==> src/rtl/fetch_decode.sv <==
// cpu15 front end: fetches a 15-bit word from program ROM at the exec stage's
// PC, decodes it and strobes the exec stage for exactly one cycle per instruction.
module fetch_decode #(
  parameter int unsigned TIMEOUT = 16,
  parameter int unsigned ICNT_W  = 16
) (
  input  logic              CLK,
  input  logic              RESET,
  input  logic              RUN,
  input  logic [7:0]        P_COUNT,
  output logic              ROM_REQ,
  output logic [7:0]        ROM_ADDR,
  input  logic              ROM_ACK,
  input  logic [14:0]       ROM_DATA,
  output logic [3:0]        OP_CODE,
  output logic [2:0]        REG_A_SEL,
  output logic [2:0]        REG_B_SEL,
  output logic [7:0]        OP_DATA,
  output logic              EX_EN,
  output logic              HALTED,
  output logic              FETCH_ERR,
  output logic [ICNT_W-1:0] INSTR_CNT
);

  localparam int unsigned   TW      = (TIMEOUT > 2) ? $clog2(TIMEOUT) : 1;
  localparam logic [TW-1:0] TO_LAST = TW'(TIMEOUT - 1);

  typedef enum logic [2:0] {
    S_IDLE,
    S_FETCH,
    S_DECODE,
    S_EXEC,
    S_SETTLE,
    S_HALT,
    S_ERR
  } state_t;

  state_t      state;
  logic [14:0] ir;
  logic [TW-1:0] to_cnt;

  always_ff @(posedge CLK) begin
    if (RESET) begin
      state     <= S_IDLE;
      ir        <= '0;
      to_cnt    <= '0;
      ROM_REQ   <= 1'b0;
      ROM_ADDR  <= '0;
      OP_CODE   <= '0;
      REG_A_SEL <= '0;
      REG_B_SEL <= '0;
      OP_DATA   <= '0;
      EX_EN     <= 1'b0;
      HALTED    <= 1'b0;
      FETCH_ERR <= 1'b0;
      INSTR_CNT <= '0;
    end else begin
      EX_EN <= 1'b0;
      case (state)
        S_IDLE: begin
          if (RUN) begin
            ROM_ADDR <= P_COUNT;
            ROM_REQ  <= 1'b1;
            state    <= S_FETCH;
          end
        end
        S_FETCH: begin
          // An ack on the final allowed cycle still wins over the timeout.
          if (ROM_ACK) begin
            ir      <= ROM_DATA;
            to_cnt  <= '0;
            ROM_REQ <= 1'b0;
            state   <= S_DECODE;
          end else if (to_cnt == TO_LAST) begin
            to_cnt    <= '0;
            ROM_REQ   <= 1'b0;
            FETCH_ERR <= 1'b1;
            state     <= S_ERR;
          end else begin
            to_cnt <= to_cnt + TW'(1);
          end
        end
        S_DECODE: begin
          // REG_B_SEL and OP_DATA deliberately share bits [7:5].
          OP_CODE   <= ir[14:11];
          REG_A_SEL <= ir[10:8];
          REG_B_SEL <= ir[7:5];
          OP_DATA   <= ir[7:0];
          EX_EN     <= 1'b1;
          state     <= S_EXEC;
        end
        S_EXEC: begin
          INSTR_CNT <= INSTR_CNT + ICNT_W'(1);
          if (OP_CODE == 4'hF) begin
            HALTED <= 1'b1;
            state  <= S_HALT;
          end else begin
            state <= S_SETTLE;
          end
        end
        S_SETTLE: begin
          if (RUN) begin
            ROM_ADDR <= P_COUNT;
            ROM_REQ  <= 1'b1;
            state    <= S_FETCH;
          end else begin
            state <= S_IDLE;
          end
        end
        S_HALT: state <= S_HALT;
        S_ERR:  state <= S_ERR;
        default: state <= S_IDLE;
      endcase
    end
  end

endmodule

==> config.mk <==
export PLATFORM = sky130hd
export DESIGN_NAME = fetch_decode
export DESIGN_NICKNAME = d
export VERILOG_FILES = /design/src/rtl/fetch_decode.sv
export SDC_FILE = /design/constraint.sdc
export NUM_CORES = 1
export LEC_CHECK = 0
export ABC_AREA = 1
export CAP_MARGIN = 20
export CORE_MARGIN = 4
export CORE_UTILIZATION = 40
export CTS_CLUSTER_DIAMETER = 200
export DETAILED_ROUTE_END_ITERATION = 7
export PLACE_DENSITY = 0.81
export SETUP_SLACK_MARGIN = 0.05
export SYNTH_ARGS = -nofsm -noshare
export SYNTH_HDL_FRONTEND = slang
export SYNTH_SLANG_ARGS = --single-unit
==> constraint.sdc <==
create_clock -name CLK -period 1.25 [get_ports CLK]
set_input_delay 0.375 -clock CLK [delete_from_list [all_inputs] [get_ports CLK]]
set_output_delay 0.375 -clock CLK [all_outputs]
set_load 0.005 [all_outputs]
After elaboration in Yosys (flattened, before gate mapping)
Index checks and enable logic that the tools add are counted.
W data, S select, Z words.

word-level totals
  flip-flop bits (word level) = 68
  input bits = 27
  logic and storage cells = 49

operators by class
  add/subtract/negate cells = 2
  equal/unequal tests = 11
  mux-type cells = 13
  bitwise gates (word level) = 1
  reductions and logical operators = 9

operators with widths
  operator                 number
  $pmux W3 S7              1
  $add A16 B1 Y16 const B  1
  $eq A3 B3 Y1 const B     3
  $mux W3                  3
  $eq A4 B4 Y1 const B     2
  $mux W4                  2
  $reduce_and A2 Y1        4
  $eq A3 B2 Y1 const B     2
  $mux W1                  6
  $reduce_and A3 Y1        2
  $add A4 B1 Y4 const B    1
  $eq A3 B1 Y1 const B     1
  $logic_not A3 Y1         1
  $ne A3 B3 Y1 const B     1
  $ne A2 B1 Y1 const B     1
  $ne A2 B2 Y1 const B     1
  $pmux W1 S2              1
  $reduce_bool A2 Y1       1
  $reduce_or A2 Y1         1
  $not A1 Y1               1

Logic depth before layout (Yosys ltp)
Gate-level depths: netlist of run 1.

  word-level depth = 4
  gate-level depth with buffers = 9

Worst setup path after synthesis of run 1
No wires, ideal clock.

  path kind = register to register
  start point = reg state[0]
  end point = reg ir[10]
  library setup time = 0.116 ns
  data arrival time = 1.140 ns
  path slack = -0.006 ns
  stages on the path, launching flop included = 7
  clock period less this slack = 1.256 ns
  path through = dfxtp_1 -> nand3_4 -> nor2_4 -> inv_1 -> buf_2 -> nor2_1 -> nor2_1

on the way
  longest elaborated chain between the ends = 2

RTL lines
  element                             line  text
  start, declared                     38    state_t state;
  start signal, assigned              44    state <= S_IDLE;
  start signal, assigned              64    state <= S_FETCH;
  start signal, assigned              73    state <= S_DECODE;
  $eq A3 B1 Y1                        59    case (state)
  $reduce_and A2 Y1 (no source line)  n/a
  end signal, assigned                45    ir <= '0;
  end signal, assigned                70    ir <= ROM_DATA;
  end, declared                       39    logic [14:0] ir;

No other way between the ends.
A chain may end at the register's enable or synchronous reset.

Worst setup path in the final report of run 1
  start point = reg INSTR_CNT[2]
  end point = reg INSTR_CNT[13]

on the way
  longest elaborated chain between the ends = 1

RTL lines
  element                 line  text
  start, declared         22    output logic [ICNT_W-1:0] INSTR_CNT
  start signal, assigned  93    INSTR_CNT <= INSTR_CNT + ICNT_W'(1);
  $add A16 B1 Y16         93

No other way between the ends.

==> Flow_metrics.wiki, run 1 <==
{| class="wikitable"
! Metric !! Value
|-
| Result of the run || complete, but fails checks
|-
| Antenna-violating nets left || 0
|-
| Placement Setup Slack || -426 ps
|-
| Classification of the worst setup path || flop to flop
|-
| Wire length of the first global-routing pass || 12100 um
|-
| Cell taking the most area after synthesis || sky130_fd_sc_hd__dfxtp_1
|-
| Power per cell area || 1280 nW/um2
|-
| Count of routing violations after the opening detailed-route iteration || 117
|-
| Setup_tns || -546 ps
|-
| Startpoint of the most critical register-to-register path || INSTR_CNT[2]$_SDFFE_PP0N_
|-
| Arrival @ worst endpoint || 1560 ps
|-
| Min-Delay Startpoint || ROM_REQ$_SDFFE_PP0P_
|-
| Largest net degree at the start of global routing || 37
|-
| Net Sw Frac || 29.4%
|-
| Synthesized cell area || 2660 um2
|-
| Total inserted antenna cells || 0
|-
| Clock Power Share || 32.6%
|-
| Sequential cell fraction of total power || 43.5%
|-
| Critical path buffer and inverter count || 3
|-
| Syn-to-layout area delta || 67.6%
|-
| Initial DRT Pass Iterations || 4
|-
| Initial antenna violation count || 0
|-
| Worst Setup SP || INSTR_CNT[2]$_SDFFE_PP0N_
|-
| Critical Path Source Type || flop
|-
| Number of instances in the synthesized netlist || 372
|-
| Overall Global Routing Usage || 19.5%
|-
| Proportion of power drawn by combinational gates || 23.9%
|-
| Critical path endpoint || INSTR_CNT[13]$_SDFFE_PP0N_
|-
| Max_slew headroom || 83.4%
|-
| Number of placement rows || 29
|-
| Multi-input gate area || 1480 um2
|-
| Synth cell types || 25
|-
| Min Tclk post-route || 1310 ps
|-
| Clock latency on the worst-skew pair || 340 ps
|-
| Routed length per placed instance || 13.7 um
|-
| Clock tree sinks || 65
|-
| Number of hold violations in the final report || 0
|-
| Detail-routed via count per cell || 4.87
|-
| Detailed-route via count || 2885
|-
| Number of buffers created by CTS || 9
|-
| Mean area per synthesized cell || 7.15 um2
|-
| Worst Reg2Reg Path Length in Cells || 10
|-
| Required time at the endpoint of the critical path || 1490 ps
|-
| Setup slack of the worst register-to-register path || -60 ps
|-
| DIE HEIGHT || 89.6 um
|-
| Clock tree from TritonCTS || done
|-
| Final max-slew violation count || 0
|-
| Final setup violation count || 23
|-
| Top cells by area, synth || sky130_fd_sc_hd__dfxtp_1 (49%), sky130_fd_sc_hd__nor2_1 (17%), sky130_fd_sc_hd__o21ai_0 (8.8%)
|-
| Clock slew seen by the registers of the worst setup and hold paths || 70 ps
|-
| Failing checks || setup timing
|-
| Total of fill cells in the finished design || 489
|-
| Share of layout cells above drive strength 1 || 47.5%
|-
| Sequential fraction of the synthesis area || 48.9%
|-
| Fraction of the cycle the final worst path needs || 105%
|-
| Cell family with most CP delay || simple AND/OR/NAND/NOR gates
|-
| IR Drop Worst-Case VDD || 0.795 mV
|-
| Count of cell instances traversed by the critical path || 10
|-
| Largest clock skew in the final design || 10.3 ps
|-
| Number of buffers on the longest clock path || 2
|-
| Global route overflow || 0
|-
| Total wire length || 8100 um
|-
| GPL Wtd Cong || 0.801
|-
| Fmax || 761 MHz
|-
| Port Buffer Count || 72
|-
| Switching power || 1.68 mW
|-
| Crit. End Element || flop
|-
| Critical path's slowest cell || sky130_fd_sc_hd__dfxtp_2
|-
| Syn_nets || 401
|-
| Worst Tran Pin Value || 248 ps
|-
| Number of synthesis warnings || 0
|-
| RSZ-0062 raised after global routing || yes
|-
| Most frequent standard cell in the layout excluding fill and tap cells || sky130_fd_sc_hd__nor2_1
|-
| Area share of the leading cell type in the synthesized netlist || 48.9%
|-
| Commonest cells after routing, fill and taps aside || sky130_fd_sc_hd__nor2_1 (89), sky130_fd_sc_hd__buf_4 (54), sky130_fd_sc_hd__nand2_1 (45)
|-
| Number of storage elements in the synthesis netlist || 65
|-
| Standard cell core area || 6390 um2
|-
| Root buffer cell || sky130_fd_sc_hd__clkbuf_8
|-
| Max-cap violation count || 0
|-
| Static Leakage || 1.95 nW
|-
| Via count of the first global-routing pass || 2799
|-
| Overall die area || 8020 um2
|-
| Number of buffers added to fix hold violations after cts || 0
|-
| Horizontal die dimension || 89.6 um
|-
| Final core utilization || 69.8%
|-
| RR Endpoint || INSTR_CNT[13]$_SDFFE_PP0N_
|-
| Type of the worst min-delay path || flop to flop
|-
| Nets || 540
|-
| Detail Placement HPWL || 4830 um
|-
| Worst hold slack || 469 ps
|-
| Starting Density || 41.7%
|-
| Critical-path cell list || buf_6 -> buf_6 -> buf_4 -> nand2_1 -> nor2_1 -> nand2_1 -> nor2_1 -> nand4_1 -> nand2_1 -> nor2_1
|-
| Critical path's largest stage delay || 340 ps
|-
| Top Ports || 73
|-
| Highest fanout seen on the critical path || 3
|-
| Register area || 1370 um2
|-
| Final routed DRC violation total || 0
|-
| Number of H-tree branching levels || 3
|-
| Int Power || 4.02 mW
|-
| Fin worst setup slack || -64.3 ps
|}
-- state kept, by name, summed over array words and instances (netlist names) --
register / count
OP_CODE: 4
EX_EN: 1
INSTR_CNT: 16
REG_A_SEL: 3
ir: 15
OP_DATA: 6
ROM_ADDR: 8
HALTED: 1
REG_B_SEL: 2
state: 3
to_cnt: 4
FETCH_ERR: 1
ROM_REQ: 1
-- cell families after synthesis --
| kind of cell | count (synthesis) | share of synthesized area (%) |
|---|---|---|
| DFF | 65 | 48.9 |
| AOI/OAI and AO/OA | 64 | 12.3 |
| buffers and inverters | 44 | 6.96 |
| xor gates and xnor gates | 1 | 0.329 |
| and+or+nand+nor | 196 | 30.5 |
| adders and majority gates | 2 | 0.941 |
-- synthesized netlist by cell type, drive strengths merged --
| cell | instances |
|---|---|
| nand2 | 56 |
| dfxtp | 65 |
| nand3 | 9 |
| clkinv | 1 |
| clkbuf | 6 |
| xnor2 | 1 |
| nor3 | 1 |
| nand4 | 6 |
| o21ai | 47 |
| buf | 8 |
| o21a | 1 |
| inv | 29 |
| ha | 2 |
| a211oi | 2 |
| nor2 | 123 |
| a21oi | 14 |
| nand3b | 1 |
-- routing by layer --
layer	global-route usage [%]	vias to the layer above	wire length, um
met2	34.2	81	4240
met4	10.3	0	135
li1	-	1458	-
met5	0	-	0
met1	22.1	1333	3320
met3	3.96	13	402
-- worst min-delay path, cell delays in order (launching register included) --
cell and delay (ps):
sky130_fd_sc_hd__dfxtp_2 320, sky130_fd_sc_hd__nand2_1 70, sky130_fd_sc_hd__a21oi_2 40
-- stage by stage --
step | power [mW] | instance area, um2 | cells
floorplan | 2.99 | 2660 | 372
global placement | 3.51 | 3710 | 546
detailed placement | 3.54 | 3710 | 546
CTS | 5.42 | 4060 | 582
global route | 5.98 | 4460 | 593
finish | 5.70 | 4460 | 593
-- how the worst min path moves through the flow --
| stage | end | slack [ps] | depth (start not counted) |
|---|---|---|---|
| floorplan | HALTED$_SDFFE_PP0P_ | 450 | 2 |
| global placement | FETCH_ERR$_SDFFE_PP0P_ | 460 | 2 |
| detailed placement | ROM_REQ$_SDFFE_PP0P_ | 470 | 2 |
| CTS | HALTED$_SDFFE_PP0P_ | 460 | 2 |
| global route | FETCH_ERR$_SDFFE_PP0P_ | 490 | 2 |
| finish | ROM_REQ$_SDFFE_PP0P_ | 470 | 2 |
-- repair_timing --
item	CTS	global route
buffers inserted	20	9
resized for setup	274	80
gates cloned	0	2
setup endpoints to repair	81	70
hold endpoints to repair	0	0
pin swaps	15	25
-- final cells by class --
class	instances	share of cell area, %
multi-input combinational	263	33.1
sequential	65	30.8
timing repair buffer	142	26.6
clock buffer	12	3.48
inverter	30	2.78
tap	77	2.16
clock inverter	4	1.15
-- power by group through the flow --
stage	Sequential (mW)	Combinational (mW)	Clock [mW]
global placement	2.47	1.04	0
detailed placement	2.48	1.07	0
global route	2.51	1.50	1.98
finish	2.48	1.36	1.86
CTS	2.46	1.09	1.87
floorplan	2.47	0.526	0
Note: power is estimated with default switching activity, not from simulation.
==> inputs of run 2 (changes only) <==
==> constraint.sdc (replaced) <==
create_clock -name CLK -period 1.25 [get_ports CLK]
set_input_delay 0.125 -clock CLK [delete_from_list [all_inputs] [get_ports CLK]]
set_output_delay 0.125 -clock CLK [all_outputs]
set_load 0.005 [all_outputs]
==> run 2 against run 1 <==
Against the previous run:
- the run still ends with setup timing left
- sequential power is 2% lower
- clock skew is 1.0 ps lower
- first-iteration DRC count is 0.85% higher
- core utilization is 2.6 points lower
==> Flow_metrics.wiki, run 2 (synthesized netlist as in run 1, its figures left out) <==
{| class="wikitable"
! Metric !! Value
|-
| Largest net degree at the start of global routing || 37 (unchanged)
|-
| Share of layout cells above drive strength 1 || 29.8% (-18 points)
|-
| Number of buffers created by CTS || 9 (unchanged)
|-
| Worst hold slack || 399 ps (-70.0 ps)
|-
| Crit. End Element || flop
|-
| Critical-path cell list || inv_4 -> buf_6 -> nand3_4 -> nor2_4 -> nand2_2 -> inv_2 -> nand2_2 -> nand2_1 -> nand2_1 -> nor2_1
|-
| Nets || 520 (-3.7%)
|-
| Critical path's slowest cell || sky130_fd_sc_hd__dfxtp_2
|-
| Type of the worst min-delay path || primary input to flop
|-
| Number of H-tree branching levels || 3 (unchanged)
|-
| Root buffer cell || sky130_fd_sc_hd__clkbuf_8
|-
| Setup_tns || -147 ps (+398 ps)
|-
| PnR Total Power || 5.72 mW (+0.38%)
|-
| Final setup violation count || 6 (-74%)
|-
| Fraction of the cycle the final worst path needs || 103% (-2.0 points)
|-
| Final max-slew violation count || 0 (unchanged)
|-
| Fmax || 775 MHz (+1.9%)
|-
| Largest clock skew in the final design || 9.28 ps (-1.00 ps)
|-
| Clock tree from TritonCTS || done
|-
| Clock latency on the worst-skew pair || 340 ps (about the same)
|-
| Number of placement rows || 29 (unchanged)
|-
| Clock tree sinks || 65 (unchanged)
|-
| Starting Density || 41.7% (unchanged)
|-
| Initial DRT Pass Iterations || 4 (unchanged)
|-
| Static Leakage || 1.89 nW (-2.9%)
|-
| Global route overflow || 0 (unchanged)
|-
| RSZ-0062 raised after global routing || yes
|-
| Critical path buffer and inverter count || 3 (unchanged)
|-
| Detail Placement HPWL || 4770 um (-1.2%)
|-
| Setup slack of the worst register-to-register path || -40 ps (+20 ps)
|-
| Hold Crit Endpoint || ROM_ADDR[4]$_SDFFE_PP0P_
|-
| Critical path's largest stage delay || 350 ps (about the same)
|-
| Area post-placement || 3620 um2 (-2.6%)
|-
| Commonest cells after routing, fill and taps aside || sky130_fd_sc_hd__nor2_1 (93), sky130_fd_sc_hd__nand2_1 (51), sky130_fd_sc_hd__buf_4 (43)
|-
| Clock slew seen by the registers of the worst setup and hold paths || 80 ps (about the same)
|-
| Count of routing violations after the opening detailed-route iteration || 118 (+0.85%)
|-
| Top Ports || 73 (unchanged)
|-
| Min-Delay Startpoint || P_COUNT[4]
|-
| Initial antenna violation count || 0 (unchanged)
|-
| Worst Tran Pin Value || 234 ps (-13.7 ps)
|-
| Fin worst setup slack || -39.6 ps (+24.7 ps)
|-
| Power per cell area || 1330 nW/um2 (+4.3%)
|-
| Detailed-route via count || 2787 (-3.4%)
|-
| Final routed DRC violation total || 0 (unchanged)
|-
| Highest fanout seen on the critical path || 6 (+3)
|-
| Total inserted antenna cells || 0 (unchanged)
|-
| Cell family with most CP delay || simple AND/OR/NAND/NOR gates
|-
| Worst Setup SP || state[2]$_SDFFE_PP0P_
|-
| Final standard cell area without fillers || 4290 um2 (-3.7%)
|-
| Detail-routed via count per cell || 4.86 (about the same)
|-
| Max-cap violation count || 0 (unchanged)
|-
| Number of hold violations in the final report || 0 (unchanged)
|-
| Result of the run || complete, but fails checks
|-
| GPL Wtd Cong || 0.834 (+4.1%)
|-
| Routed length per placed instance || 12.9 um (-5.5%)
|-
| Number of buffers on the longest clock path || 2 (unchanged)
|-
| Antenna-violating nets left || 0 (unchanged)
|-
| Max FFs per register || 16 (unchanged)
|-
| RR Endpoint || INSTR_CNT[11]$_SDFFE_PP0N_
|-
| Register with the most flip-flops || INSTR_CNT
|-
| Via count of the first global-routing pass || 2681 (-4.2%)
|-
| Final Instance Count excl. Fillers || 573 (-3.4%)
|-
| IR Drop Worst-Case VDD || 0.975 mV (+23%)
|-
| Instance count along the most critical hold path || 3 (+1)
|-
| Number of instances in the placed design || 533 (-2.4%)
|-
| Failing checks || setup timing
|-
| Arrival @ worst endpoint || 1560 ps (about the same)
|-
| DIE HEIGHT || 89.6 um (unchanged)
|-
| Startpoint of the most critical register-to-register path || state[2]$_SDFFE_PP0P_
|-
| Classification of the worst setup path || flop to flop
|-
| Top Registers || INSTR_CNT (16), ir (15), ROM_ADDR (8)
|-
| Syn-to-layout area delta || 61.4%
|-
| Total wire length || 7390 um (-8.7%)
|-
| Worst Reg2Reg Path Length in Cells || 10 (unchanged)
|-
| Max_slew headroom || 84.2% (+0.84 points)
|-
| Overall die area || 8020 um2 (unchanged)
|-
| Min Tclk post-route || 1290 ps (-24.7 ps)
|-
| Overall Global Routing Usage || 19.8% (+0.29 points)
|-
| Port Buffer Count || 72 (unchanged)
|-
| Required time at the endpoint of the critical path || 1520 ps (+30 ps)
|-
| Horizontal die dimension || 89.6 um (unchanged)
|-
| Standard cell core area || 6390 um2 (unchanged)
|-
| Critical Path Source Type || flop
|-
| Wire length of the first global-routing pass || 12200 um (+0.86%)
|-
| Most frequent standard cell in the layout excluding fill and tap cells || sky130_fd_sc_hd__nor2_1
|}
## run 2: cell types whose count changed in the layout (fill, tap and decap cells not counted), moves of 4 or more
cell	previous run	this run
sky130_fd_sc_hd__dlygate4sd2_1	1	42
sky130_fd_sc_hd__buf_2	36	0
sky130_fd_sc_hd__dfxtp_1	17	35
sky130_fd_sc_hd__dfxtp_2	44	26
sky130_fd_sc_hd__buf_6	21	4
sky130_fd_sc_hd__buf_4	54	43
sky130_fd_sc_hd__nand2_1	45	51
sky130_fd_sc_hd__o21ai_0	39	34
sky130_fd_sc_hd__o21ai_1	7	12
sky130_fd_sc_hd__clkdlybuf4s15_1	0	4
sky130_fd_sc_hd__nor2_1	89	93
## run 2: through the flow
stage          setup WS [ps]  util [%]
4_1_cts                -13.4      64.8
3_5_place_dp            -173      56.6
3_3_place_gp            -126      56.6
2_1_floorplan           62.0         -
5_1_grt                 -117      67.2
6_report               -39.6      67.2
## run 2: layout make-up
cell class                      count  area (um2)
Sequential cell                    65        1350
Clock inverter                      7        93.8
Tap cell                           77        96.3
Clock buffer                        9         124
Inverter                           30         121
Multi-Input combinational cell    263        1410
Timing Repair Buffer              122        1100
Fill cell                         542        2090
## run 2: worst min-delay path: cells and delay by family
| kind | cells | cell delay [ps] |
|---|---|---|
| buffers and inverters | 1 | 400 |
| AOI/OAI and AO/OA | 1 | 130 |
| and+or+nand+nor | 1 | 40 |
## run 2: timing repair
item	CTS	global route
setup buffers	21	3
gates resized for setup	119	47
hold buffers	0	0
pin swaps	13	10
endpoints found under the setup margin	80	60
endpoints found under the hold margin	0	0
cloned	1	0
## run 2: worst max path at each step
stage,slack [ps],cells after the start,endpoint
floorplan,60,8,INSTR_CNT[10]$_SDFFE_PP0N_
global placement,-130,6,ir[6]$_SDFFE_PP0P_
detailed placement,-170,6,ir[9]$_SDFFE_PP0P_
CTS,-10,7,ir[5]$_SDFFE_PP0P_
global route,-120,10,INSTR_CNT[11]$_SDFFE_PP0N_
finish,-40,10,INSTR_CNT[11]$_SDFFE_PP0N_
## run 2: where the power goes
group	switching, mW	internal (mW)	leakage [nW]
Clock	0.859	1.12	0.106
Combinational	0.660	0.649	1.24
Sequential	0.131	2.30	0.545
Total	1.65	4.07	1.89
## run 2: per-layer routing
layer	part of all wire, %	wire, um	track usage, %
met3	5.1	378	4.88
met5	0	0	0
met1	40	2980	22.8
met4	1.7	122	8.53
met2	53	3910	34.6
==> patch, RTL diff (flow settings as in run 1) <==
The parameter `ICNT_W` goes from 16 to 24.
--- a/src/rtl/fetch_decode.sv
+++ b/src/rtl/fetch_decode.sv
@@ -2,7 +2,7 @@
 // PC, decodes it and strobes the exec stage for exactly one cycle per instruction.
 module fetch_decode #(
   parameter int unsigned TIMEOUT = 16,
-  parameter int unsigned ICNT_W  = 16
+  parameter int unsigned ICNT_W  = 24
 ) (
   input  logic              CLK,
   input  logic              RESET,
Ports: changed (resized INSTR_CNT); port bits go from 73 to 81. The function was not compared with the original's and may differ.
==> patch against run 1 <==
  * Synthesized area is 18% higher
  * Sequential power up 8.9%
  * First-iteration DRC count rose by 140%
  * Critical path type unchanged
  * Largest cell class unchanged
  * Sequential cell count rose by 8
  * Sequential share of layout area decreased by 1.1 points
  * Power increased by 8.3%
  * Global-route usage increased by 1.7 points
  * Non-clock buffer count rose by 18
  * Final area increased by 17%
  * Via count rose by 28%
  * Core utilization up 0.13 points
  * Setup slack worse by 0.19 ns
  * Routed wire length grew 35%
  * The flow still finishes with violations (negative setup slack)
  * Largest power group unchanged
==> patch: results (changes against run 1) <==
* Synth cell count leaders: 138 x nor2_1, 79 x nand2_1, 73 x dfxtp_1
* Reg2reg end: INSTR_CNT[16]
* Syn Inst Count at 459 (+23%)
* Status: finished, violations left
* Hold Crit Depth at 4 (+2)
* Dpl ws at -0.393 ns (+0.0327 ns)
* R2r worst-path depth at 9 (-1)
* Avg WL per Cell at 15.2 µm (+11%)
* Fillers at 518 (+5.9%)
* Worst Path Arrival at 1.80 ns (+0.24 ns)
* Clk_lat worst skew at 0.37 ns (+0.03 ns)
* Worst clock skew at 0.0166 ns (+0.00636 ns)
* Fin nets at 645 (+19%)
* Largest net degree at the start of global routing at 21 (-43%)
* Pre-Repair DR Iteration Count at 7 (+3)
* Sw Pwr at 1.84 mW (+9.6%)
* Share of layout cells above drive strength 1 at 0.474 (-0.000613)
* CP max stage cell: dfxtp_4
* Port-buffer cells at 80 (+11%)
* Worst setup margin at -0.253 ns (-0.189 ns)
* First-pass GRT wire length at 15,300 µm (+26%)
* HP Class: input port to register
* P_leak at 2.34 nW (+20%)
* Vias at 3,689 (+28%)
* DP HPWL at 6240 µm (+29%)
* Initial DRC count at 275 (+140%)
* Failing checks: negative setup slack
* Placed cell count at 674 (+23%)
* Worst r2r src: INSTR_CNT[6]
* Final TNS setup at -4.72 ns (-4.18 ns)
* Top flop regs: INSTR_CNT (24), ir (15), ROM_ADDR (8)
* Comb power frac at 0.225 (-0.014)
* Int Pwr at 4.34 mW (+7.8%)
* Seq/Total Area, Yosys at 0.467 (-0.0224)
* Largest cells by area after synthesis: dfxtp_1 47%, nor2_1 17%, nand2_1 9.5%
* Yosys cell types at 24 (-4.0%)
* Syn Nets at 488 (+22%)
* Worst stage delay on the critical path at 0.38 ns (+0.04 ns)
* Hold Crit Start: ROM_ACK
* RePlAce Congestion at 0.878 (+9.6%)
* Setup violators final at 40 (+74%)
* Worst hold endpoint: to_cnt[2]
* IR drop worst, VDD at 0.780 mV (-1.8%)
* Slew margin rel. at 0.808 (-0.0266)
* Seq pwr at 2.70 mW (+8.9%)
* Number of global-route vias before repair at 3,461 (+24%)
* Startpoint Class: register
* Crit Path Max Fanout at 5 (+2)
-- patch: changes by cell type after synthesis, sizes merged, moves of 2 or more --
cell    change
buf         -2
clkbuf      +3
dfxtp       +8
inv        +16
nand2      +24
nand3      +17
nor2       +20
o21ai       +3
-- patch: repair_timing --
action	4_1_cts	5_1_grt
buffers inserted	18	12
gates cloned	1	0
gates resized for setup	321	121
pin swaps	31	33
endpoints found under the setup margin	118	99
-- patch: metal layers --
layer | global-route usage | vias up | wire length, µm | share of wire
li1 | - | 1760 | - | -
met1 | 0.240 | 1702 | 4170 | 0.38
met2 | 0.366 | 175 | 5550 | 0.51
met3 | 0.0527 | 52 | 740 | 0.068
met4 | 0.112 | 0 | 475 | 0.043
met5 | 0 | - | 0 | 0
-- patch: kinds of logic after synthesis --
group	Yosys count	share of synthesized area
buffers and inverters	61	0.0791
DFF	73	0.467
adders and majority gates	2	0.00799
and+or+nand+nor	255	0.332
xor gates and xnor gates	2	0.00560
AOI/OAI and AO/OA	66	0.109
-- patch: final cells by class --
class,instances,area (µm²),area share
Sequential cell,73,1550,0.297
Clock inverter,6,92.6,0.0178
Tap cell,99,124,0.0238
Clock buffer,9,124,0.0238
Multi-Input combinational cell,325,1790,0.344
Timing Repair inverter,1,7.51,0.00144
Inverter,46,188,0.0360
Timing Repair Buffer,160,1340,0.256
-- patch: metrics by stage --
| stage | cell area, µm² | hold WS (ns) |
|---|---|---|
| after floorplan | 3170 | 0.437 |
| after global placement | 4400 | 0.441 |
| final | 5210 | 0.422 |
| after CTS | 4740 | 0.457 |
| after global routing | 5210 | 0.423 |
| after detailed placement | 4400 | 0.450 |
-- patch: tightest hold or removal path, cell delays in order --
cell            delay (ns)
dlymetal6s2s_1        0.18
nor2_4                0.06
nand2_1               0.06
a21oi_1               0.05
